<file path="src/rtl/arb_pkg.sv">
// Shared definitions for the grant arbiter family: agent count,
// owner index width and the bus-ownership state encoding.
package arb_pkg;

    localparam int NUM_AGENTS = 4;
    localparam int OWNER_W    = 2;

    typedef logic [OWNER_W-1:0] owner_t;

    // Ownership states, kept as plain constants so older code can compare against them
    localparam logic [1:0] IDLE    = 2'd0;
    localparam logic [1:0] OWNED   = 2'd1;
    localparam logic [1:0] EXPIRED = 2'd2;
    localparam logic [1:0] ERROR   = 2'd3;

endpackage

</file>
<file path="src/rtl/gnt_decode.sv">
// Classifies a grant vector as zero, one-hot (with its index) or multi-hot.
// Purely combinational; idx is only meaningful when any=1 and multi=0.
module gnt_decode
    import arb_pkg::*;
(
    input  logic [NUM_AGENTS-1:0] gnt,
    output logic                  any,
    output logic                  multi,
    output owner_t                idx
);

    localparam logic [NUM_AGENTS-1:0] ONE = NUM_AGENTS'(1);

    // Clearing the lowest set bit leaves something only if two or more bits were set
    always_comb begin
        any   = |gnt;
        multi = |(gnt & (gnt - ONE));
        idx   = '0;
        for (int i = NUM_AGENTS - 1; i >= 0; i--) begin
            if (gnt[i]) begin
                idx = OWNER_W'(i);
            end
        end
    end

endmodule

</file>
<file path="src/rtl/grant_bus_mux.sv">
// Routes the granted agent's beat onto the shared bus, tracks bus ownership,
// caps each grant tenure at MAX_TENURE beats and flags grant-protocol
// violations (multi-hot grants, owner change without an idle cycle).
// All outputs are registered; latency is one cycle.
module grant_bus_mux
    import arb_pkg::*;
#(
    parameter int DATA_W     = 8,
    parameter int MAX_TENURE = 16
) (
    input  logic              clock,
    input  logic              reset,
    input  logic              gnt_0,
    input  logic              gnt_1,
    input  logic              gnt_2,
    input  logic              gnt_3,
    input  logic              valid_0,
    input  logic              valid_1,
    input  logic              valid_2,
    input  logic              valid_3,
    input  logic [DATA_W-1:0] data_0,
    input  logic [DATA_W-1:0] data_1,
    input  logic [DATA_W-1:0] data_2,
    input  logic [DATA_W-1:0] data_3,
    output logic              bus_valid,
    output logic [DATA_W-1:0] bus_data,
    output logic [1:0]        bus_owner,
    output logic              bus_busy,
    output logic              tenure_expired,
    output logic              grant_error,
    output logic [15:0]       xfer_count
);

    localparam int                TEN_W   = $clog2(MAX_TENURE + 1);
    localparam logic [TEN_W-1:0]  TEN_MAX = TEN_W'(MAX_TENURE);
    localparam logic [TEN_W-1:0]  TEN_ONE = TEN_W'(1);

    logic [NUM_AGENTS-1:0] gnt_vec;
    logic [NUM_AGENTS-1:0] valid_vec;
    logic [DATA_W-1:0]     data_arr [NUM_AGENTS];

    logic   g_any;
    logic   g_multi;
    owner_t g_idx;

    logic [1:0]       state;
    logic [1:0]       next_state;
    logic [TEN_W-1:0] tenure;
    logic [TEN_W-1:0] next_tenure;
    logic             fwd;
    logic             load_owner;

    assign gnt_vec   = {gnt_3, gnt_2, gnt_1, gnt_0};
    assign valid_vec = {valid_3, valid_2, valid_1, valid_0};
    assign data_arr[0] = data_0;
    assign data_arr[1] = data_1;
    assign data_arr[2] = data_2;
    assign data_arr[3] = data_3;

    gnt_decode u_gnt_decode (
        .gnt   (gnt_vec),
        .any   (g_any),
        .multi (g_multi),
        .idx   (g_idx)
    );

    // Next ownership state, tenure and whether this cycle forwards a beat.
    // Whenever a beat is forwarded, g_idx is the (new or continuing) owner.
    always_comb begin
        next_state  = state;
        next_tenure = tenure;
        fwd         = 1'b0;
        load_owner  = 1'b0;
        case (state)
            IDLE: begin
                if (g_multi) begin
                    next_state = ERROR;
                end else if (g_any) begin
                    next_state  = OWNED;
                    next_tenure = TEN_ONE;
                    load_owner  = 1'b1;
                    fwd         = valid_vec[g_idx];
                end
            end
            OWNED: begin
                if (!g_any) begin
                    next_state  = IDLE;
                    next_tenure = '0;
                end else if (g_multi || (g_idx != bus_owner)) begin
                    next_state  = ERROR;
                    next_tenure = '0;
                end else if (tenure < TEN_MAX) begin
                    next_tenure = tenure + TEN_ONE;
                    fwd         = valid_vec[g_idx];
                end else begin
                    next_state = EXPIRED;
                end
            end
            EXPIRED: begin
                if (!g_any) begin
                    next_state  = IDLE;
                    next_tenure = '0;
                end else if (g_multi || (g_idx != bus_owner)) begin
                    next_state  = ERROR;
                    next_tenure = '0;
                end
            end
            ERROR: begin
                if (!g_any) begin
                    next_state = IDLE;
                end
            end
            default: begin
                next_state  = IDLE;
                next_tenure = '0;
            end
        endcase
    end

    // Register state and every output; grant_error is sticky until reset
    always_ff @(posedge clock) begin
        if (reset) begin
            state          <= IDLE;
            tenure         <= '0;
            bus_valid      <= 1'b0;
            bus_data       <= '0;
            bus_owner      <= '0;
            bus_busy       <= 1'b0;
            tenure_expired <= 1'b0;
            grant_error    <= 1'b0;
            xfer_count     <= '0;
        end else begin
            state          <= next_state;
            tenure         <= next_tenure;
            bus_valid      <= fwd;
            bus_busy       <= (next_state == OWNED) || (next_state == EXPIRED);
            tenure_expired <= (next_state == EXPIRED);
            if (fwd) begin
                bus_data   <= data_arr[g_idx];
                xfer_count <= xfer_count + 16'd1;
            end
            if (load_owner) begin
                bus_owner <= g_idx;
            end
            if (next_state == ERROR) begin
                grant_error <= 1'b1;
            end
        end
    end

endmodule

</file>
<file path="config.mk">
export PLATFORM = sky130hd
export DESIGN_NAME = grant_bus_mux
export DESIGN_NICKNAME = d
export VERILOG_FILES = /design/src/rtl/arb_pkg.sv /design/src/rtl/gnt_decode.sv /design/src/rtl/grant_bus_mux.sv
export SDC_FILE = /design/constraint.sdc
export NUM_CORES = 1
export LEC_CHECK = 0
export BUFFER_PORTS_ARGS = -buffer_cell sky130_fd_sc_hd__buf_2
export CAP_MARGIN = 30
export CORE_ASPECT_RATIO = 1.25
export CORE_MARGIN = 2
export CORE_UTILIZATION = 56
export CTS_CLUSTER_DIAMETER = 40
export DETAILED_ROUTE_END_ITERATION = 12
export GPL_TIMING_DRIVEN = 0
export HOLD_SLACK_MARGIN = 0.02
export PLACE_DENSITY_LB_ADDON = 0.08
export SYNTH_ARGS = -nofsm -noshare
export SYNTH_HDL_FRONTEND = slang
export SYNTH_SLANG_ARGS = --single-unit
</file>
<file path="constraint.sdc">
create_clock -name clock -period 8.7 [get_ports clock]
set_clock_uncertainty 0.1 [all_clocks]
set_input_delay 2.61 -clock clock [delete_from_list [all_inputs] [get_ports clock]]
set_output_delay 2.61 -clock clock [all_outputs]
set_load 0.03 [all_outputs]
</file>
### Word level (Yosys, flattened, before mapping)

Index checks and enable logic that the tools add are counted.
W data, S select, Z words.

| cells by class | value |
|---|---|
| reduce and logical (&&, ||, !) cells | 7 |
| bitwise operators | 2 |
| order comparisons | 3 |
| add/sub/neg operators | 3 |
| eq/ne operators | 11 |
| muxes and demuxes | 35 |

Operators with widths:

| cell | count |
|---|---|
| $mux W5 | 7 |
| $mux W2 | 12 |
| $add A16 B1 Y16 const B | 1 |
| $bmux W8 S2 | 1 |
| $mux W8 | 2 |
| $pmux W5 S3 | 1 |
| $mux W1 | 9 |
| $eq A2 B2 Y1 const B | 4 |
| $pmux W2 S4 | 1 |
| $reduce_or A4 Y1 | 2 |
| $add A5 B1 Y5 const B | 1 |
| $lt A5 B5 Y1 const B | 1 |
| $reduce_and A5 Y1 | 1 |
| $and A4 B4 Y4 | 1 |
| $eq A2 B1 Y1 const B | 2 |
| $ne A2 B2 Y1 const B | 2 |
| $ne A4 B4 Y1 const B | 1 |
| $sub A4 B1 Y4 const B | 1 |
| $ge A3 B3 Y1 const B | 1 |
| $lt A2 B3 Y1 const B | 1 |
| $ne A3 B3 Y1 const B | 1 |
| $not A2 Y3 | 1 |
| $reduce_bool A3 Y1 | 1 |
| $bmux W1 S2 | 1 |
| 4 further kinds | 5 |

| storage, ports and cells | value |
|---|---|
| output and inout port bits | 30 |
| register bits after elaboration | 37 |
| input bits | 42 |
| logic and storage cells | 70 |

### Logic depth before layout (Yosys ltp)

| depth | value |
|---|---|
| depth in word-level cells | 11 |
| depth in mapped cells | 11 |
| mapped depth without buffers | 10 |

### Cells and area by module

Synthesis repeated with hierarchy kept, for this count alone.

| unflattened totals | value |
|---|---|
| cell total of the unflattened synthesis | 231 |
| area, all modules | 2,084.5 sq um |

Modules (own cells, without submodules):

| module | cells each | area each (sq um) | times used | seq. area each (sq um) |
|---|---|---|---|---|
| grant_bus_mux | 221 | 2,037.0 | 1 | 740.7 |
| gnt_decode | 10 | 47.5 | 1 | 0.0 |

### Worst setup path before layout

Ideal clock, no wire load.

| path | value |
|---|---|
| kind | input-to-reg |
| from | input gnt_0 |
| to | register xfer_count[3] |
| arrival | 4.412 ns |
| stages | 6 |
| buffers on the path | 1 |
| required time | 8.477 ns |
| setup slack | 4.065 ns |
| setup time | 0.123 ns |
| cells stage by stage | or4b_4 -> o22a_1 -> a21o_4 -> buf_2 -> a211oi_2 -> mux2_1 |

| between the ends | value |
|---|---|
| cells in the longest elaborated chain, start to end | 7 |
| elaborated cells on any way between the ends | 15 |
| those cells by class | add/sub (1); eq/ne (1); mux (9); bitwise (1); reduce/logical (3) |

Ends and longest elaborated chain:

| element | line | RTL |
|---|---|---|
| from (decl) | grant_bus_mux.sv:13 | `input logic gnt_0,` |
| $sub A4 B1 Y4 or $mux W2 (tied branches) | gnt_decode.sv:17, gnt_decode.sv:20 |  |
| $and A4 B4 Y4 or $bmux W1 S2 (tied branches) | gnt_decode.sv:17, grant_bus_mux.sv:82, grant_bus_mux.sv:94 |  |
| $reduce_or A4 Y1 or $mux W1 (tied branches) | gnt_decode.sv:17, grant_bus_mux.sv:82, grant_bus_mux.sv:94 |  |
| $logic_or A1 B1 Y1 or $mux W1 (tied branches) | grant_bus_mux.sv:89, grant_bus_mux.sv:92 |  |
| $mux W1 | grant_bus_mux.sv:89 | `end else if (g_multi \|\| (g_idx != bus_owner)) begin` |
| $mux W1 | grant_bus_mux.sv:86 | `if (!g_any) begin` |
| $pmux W1 S2 (*) | grant_bus_mux.sv:74 | `case (state)` |
| to (signal assigned) | grant_bus_mux.sv:140 | `xfer_count <= xfer_count + 16'd1;` |
| to (decl) | grant_bus_mux.sv:31 | `output logic [15:0] xfer_count` |

Mark *: on every way between the ends. The rest lies on a longest branch, timed or not. The select of a mux whose other input is x is not followed.
A chain may end at the register's enable or synchronous reset.

### Final worst setup path

| path | value |
|---|---|
| from | input gnt_2 |
| to | register xfer_count[15] |

| between the ends | value |
|---|---|
| cells in the longest elaborated chain, start to end | 9 |
| elaborated cells on any way between the ends | 17 |
| those cells by class | add/sub (1); eq/ne (1); mux (11); bitwise (1); reduce/logical (3) |

Ends and longest elaborated chain:

| element | line | RTL |
|---|---|---|
| from (decl) | grant_bus_mux.sv:15 | `input logic gnt_2,` |
| $mux W2 (3 in series) | gnt_decode.sv:20 | `if (gnt[i]) begin` |
| $bmux W1 S2 | grant_bus_mux.sv:82, grant_bus_mux.sv:94 |  |
| $mux W1 (implied by the code) | grant_bus_mux.sv:82, grant_bus_mux.sv:94 |  |
| $mux W1 | grant_bus_mux.sv:92 | `end else if (tenure < TEN_MAX) begin` |
| $mux W1 | grant_bus_mux.sv:89 |  |
| $mux W1 | grant_bus_mux.sv:86 |  |
| $pmux W1 S2 (*) | grant_bus_mux.sv:74 |  |

Marked as above.

==> flow_summary.yaml <==
global_routing:
  grt_start_max_net_pins: 11
  grt_util_all_layers: 0.2558
  antenna_found_initial: 0
  gr-total-overflow: 0
  grt_pass1_wl_um: 10170
  grt_pass1_vias: 2265
power_and_ir_drop:
  p_comb_frac: 0.390
  seq_power_share: 0.377
  p_leak_nw: 1.299
  sw_frac_of_total: 0.3765
  power_switching_uw: 196.8
  pwr_density_cell_mw_per_mm2: 174.5
  clkPwrFrac: 0.234
  p_int_uw: 325.8
  vdd_drop_max_uv: 98.20
finish:
  fin_cells: 415
  drive_gt1_frac: 0.3221
  regArea_sq_um: 740.7
  fillers: 394
  synthToLayoutAreaGrowth_pct: 20.73
  final_nets: 406
  multi_input_area_sq_mm: 0.001623
  antenna_cells: 0
sta:
  slew_headroom: 0.5016
  setup_viol: 0
  max_freq_mhz: 215.8
  period_needed_ns: 4.634
  finalHoldViolations: 0
  tns_ns: 0
  worstMarginPinSlew_ns: 0.7426
  finalCritPeriodShare: 0.5326
  slew_viol_final: 0
  rsz0062_at_grt: "no"
worst_setup_path:
  critical_path_class: "input port to flip-flop"
  cp-start-kind: "input port"
  rrSetupSlack_ns: 5.82
  r2r_end: "xfer_count[11]"
  required_ns: 8.78
  cp_data_arrival_time_ns: 4.71
  crit_path_end_kind: "flip-flop"
  cp.buffers_inverters: 2
  worstReg2RegStart: "state[1]"
  worst_path_max_delay_cell: "or4b_4"
  path_depth: 7
  crit_fanout: 10
  slowest_delay_ns: 0.54
  endpoint: "xfer_count[15]"
  worstRegToRegCells: 9
  crit_top_cell: "buf_2"
  startpoint: "gnt_2"
  cp_top_family: "compound AO/OA/AOI/OAI gates"
  path_cells: "buf_2 -> or4b_4 -> o22a_1 -> a21o_4 -> buf_2 -> a211oi_2 -> mux2_1"
synthesis:
  synth_seq_area_share: 0.2985
  syn-num-nets: 328
  synth.avg_cell_area_sq_um: 8.893
  synth_compound_area_frac: 0.1977
  async_flop_share: 0
  synth-seq-cells: 37
  yosysWarnings: 0
  syn-instance-count: 279
  synth_edf_count: 0
  synth_area_leaders: "dfxtp_1, mux4_2, mux2_1, nor2b_1, nand2_1"
  yosys.area.top_type: "dfxtp_1"
  syn_area_sq_mm: 0.002481
  synth-xor-area-share: 0.007060
  synth_top_family_by_area: "simple AND/OR/NAND/NOR gates"
  yosys_most_used_dff: "dfxtp_1"
  synth_top_area_frac: 0.2985
  synth_mux_area_frac: 0.1725
  synth-simple-area-share: 0.2416
  synth-adder-area-share: 0.03530
  yosysUniqueCellTypes: 51
detailed_routing:
  route.detailed.drc: 0
  vias: 2456
  drt_iter0_drc: 132
  vias_per_cell: 5.918
  drt-total-wl_um: 6114
  first_pass_iters: 4
  ant_nets: 0
  routedWlPerCell_um: 14.73
place:
  hpwl_um: 4604
  gp_congestion: 0.9006
  place_inst: 408
  portBuffers: 71
clocking:
  h-tree-depth: 2
  clock_latency_ns: 0.29
  clockBufferDepth: 2
  cts_resized: 0
  clock-sinks: 37
  clk_pin_slew_ns: 0.07
  cts_root_buffer: "clkbuf_8"
  cts-buffers-inserted: 5
  tritoncts: "done"
  cts_hold_buf: 0
  cts_setup_buffers: 0
floorplanning:
  die_w_um: 63.54
  num_rows: 27
  coreArea_sq_mm: 0.004324
  die_h_um: 78.42
  io_pins: 72
  die_area_sq_mm: 0.004982
  start_util: 0.5738
outcome:
  status: "finished, final reports clean"
worst_hold_path:
  hp-class: "flip-flop to flip-flop"
flow_run:
  drv_cap: 0
[sequential cells by signal, indices dropped and copies added, names as in the netlist]
register        flops
tenure_expired      1
bus_valid           1
tenure              5
xfer_count         16
bus_data            8
state               2
bus_busy            1
bus_owner           2
grant_error         1
[power by group through the flow]
stage	clock network [mW]	logic, mW	registers, mW
after detailed placement	0	0.202	0.201
after CTS	0.125	0.203	0.197
after global placement	0	0.199	0.200
final	0.122	0.204	0.197
after global routing	0.133	0.224	0.199
after floorplan	0	0.135	0.218
[synthesized netlist by cell type, types with 4 or more instances]
cell type,n
a2111oi_2,5
a211oi_2,6
a21o_1,4
a21oi_1,16
buf_2,10
clkbuf_1,9
dfxtp_1,37
ha_1,7
inv_1,9
mux2_1,11
mux2i_1,9
mux4_2,8
nand2_1,28
nand2b_1,5
nand3_1,8
nand4_1,7
nor2_1,26
nor2b_1,17
o21ai_0,5
[area by class of cell]
class	count	area share
buffer	19	0.02799
clock buffer	7	0.02882
tap	58	0.02423
sequential	37	0.2473
timing repair buffer	71	0.1186
inverter	9	0.01128
multi-input combinational	214	0.5418
[per-stage QoR]
step	instance area [sq um]	power [mW]	setup slack (ns)	utilization	hold slack, ns
6_report	2995	0.5226	4.066	0.6927	0.3629
5_1_grt	2995	0.5561	3.904	0.6927	0.3869
4_1_cts	2995	0.5250	4.070	0.6927	0.3656
3_5_place_dp	2909	0.4024	3.774	0.6727	0.3533
3_3_place_gp	2909	0.3988	3.780	0.6727	0.3419
2_1_floorplan	2481	0.3530	4.065	-	0.3476
[worst min path at each step]
| stage | slack (ns) | end | start | cells after the start |
|---|---|---|---|---|
| after detailed placement | 0.35 | bus_data[2] | bus_data[2] | 2 |
| after CTS | 0.37 | bus_data[2] | bus_data[2] | 2 |
| final | 0.36 | grant_error | grant_error | 2 |
| after global placement | 0.34 | bus_data[2] | bus_data[2] | 2 |
| after global routing | 0.39 | bus_data[3] | bus_data[3] | 2 |
| after floorplan | 0.35 | tenure[3] | tenure[3] | 2 |
[layer usage]
layer  vias to the layer above  routed length (um)  global-route usage
met5                         -                   0                   0
met4                         0                 133              0.1043
met3                        16                 271             0.04871
met2                        69                3222              0.4684
met1                      1195                2486              0.2873
li1                       1176                   -                   -
[layout by cell type, fill, tap and decap left out, types with 2 or more instances in the layout]
master	Yosys	layout
buf_2	10	81
dfxtp_1	37	37
nand2_1	28	28
nor2_1	26	26
nor2b_1	17	17
a21oi_1	16	16
mux2_1	11	11
clkbuf_1	9	10
inv_1	9	9
mux2i_1	9	9
mux4_2	8	8
nand3_1	8	8
nand4_1	7	7
ha_1	7	7
a211oi_2	6	6
clkbuf_8	0	6
o21ai_0	5	5
nand2b_1	5	5
a2111oi_2	5	5
a21o_1	4	4
nor4_1	3	3
nor3b_1	3	3
or4_1	3	3
a211oi_1	3	3
and3_1	3	3
mux2_2	3	3
nor3_1	2	2
a31oi_1	2	2
o21ai_1	2	2
nor4b_1	2	2
o211ai_1	2	2
o22a_1	2	2
and4_1	2	2
or3_1	2	2
[worst min-delay path, cell delays in order (launching register included)]
cell and delay (ns):
dfxtp_1 0.32, nor2_1 0.04, nor2_1 0.06
[kinds of logic (layout without fill, tap and decap cells)]
family,count (synthesis),in the layout
AND/OR/NAND/NOR,115,115
AO/OA/AOI/OAI,59,59
flip-flops,37,37
multiplexers,31,31
buffers and inverters,28,106
adder cells (fa/ha/maj),7,7
XOR/XNOR,2,2
Power figures use the tool's default switching activity.
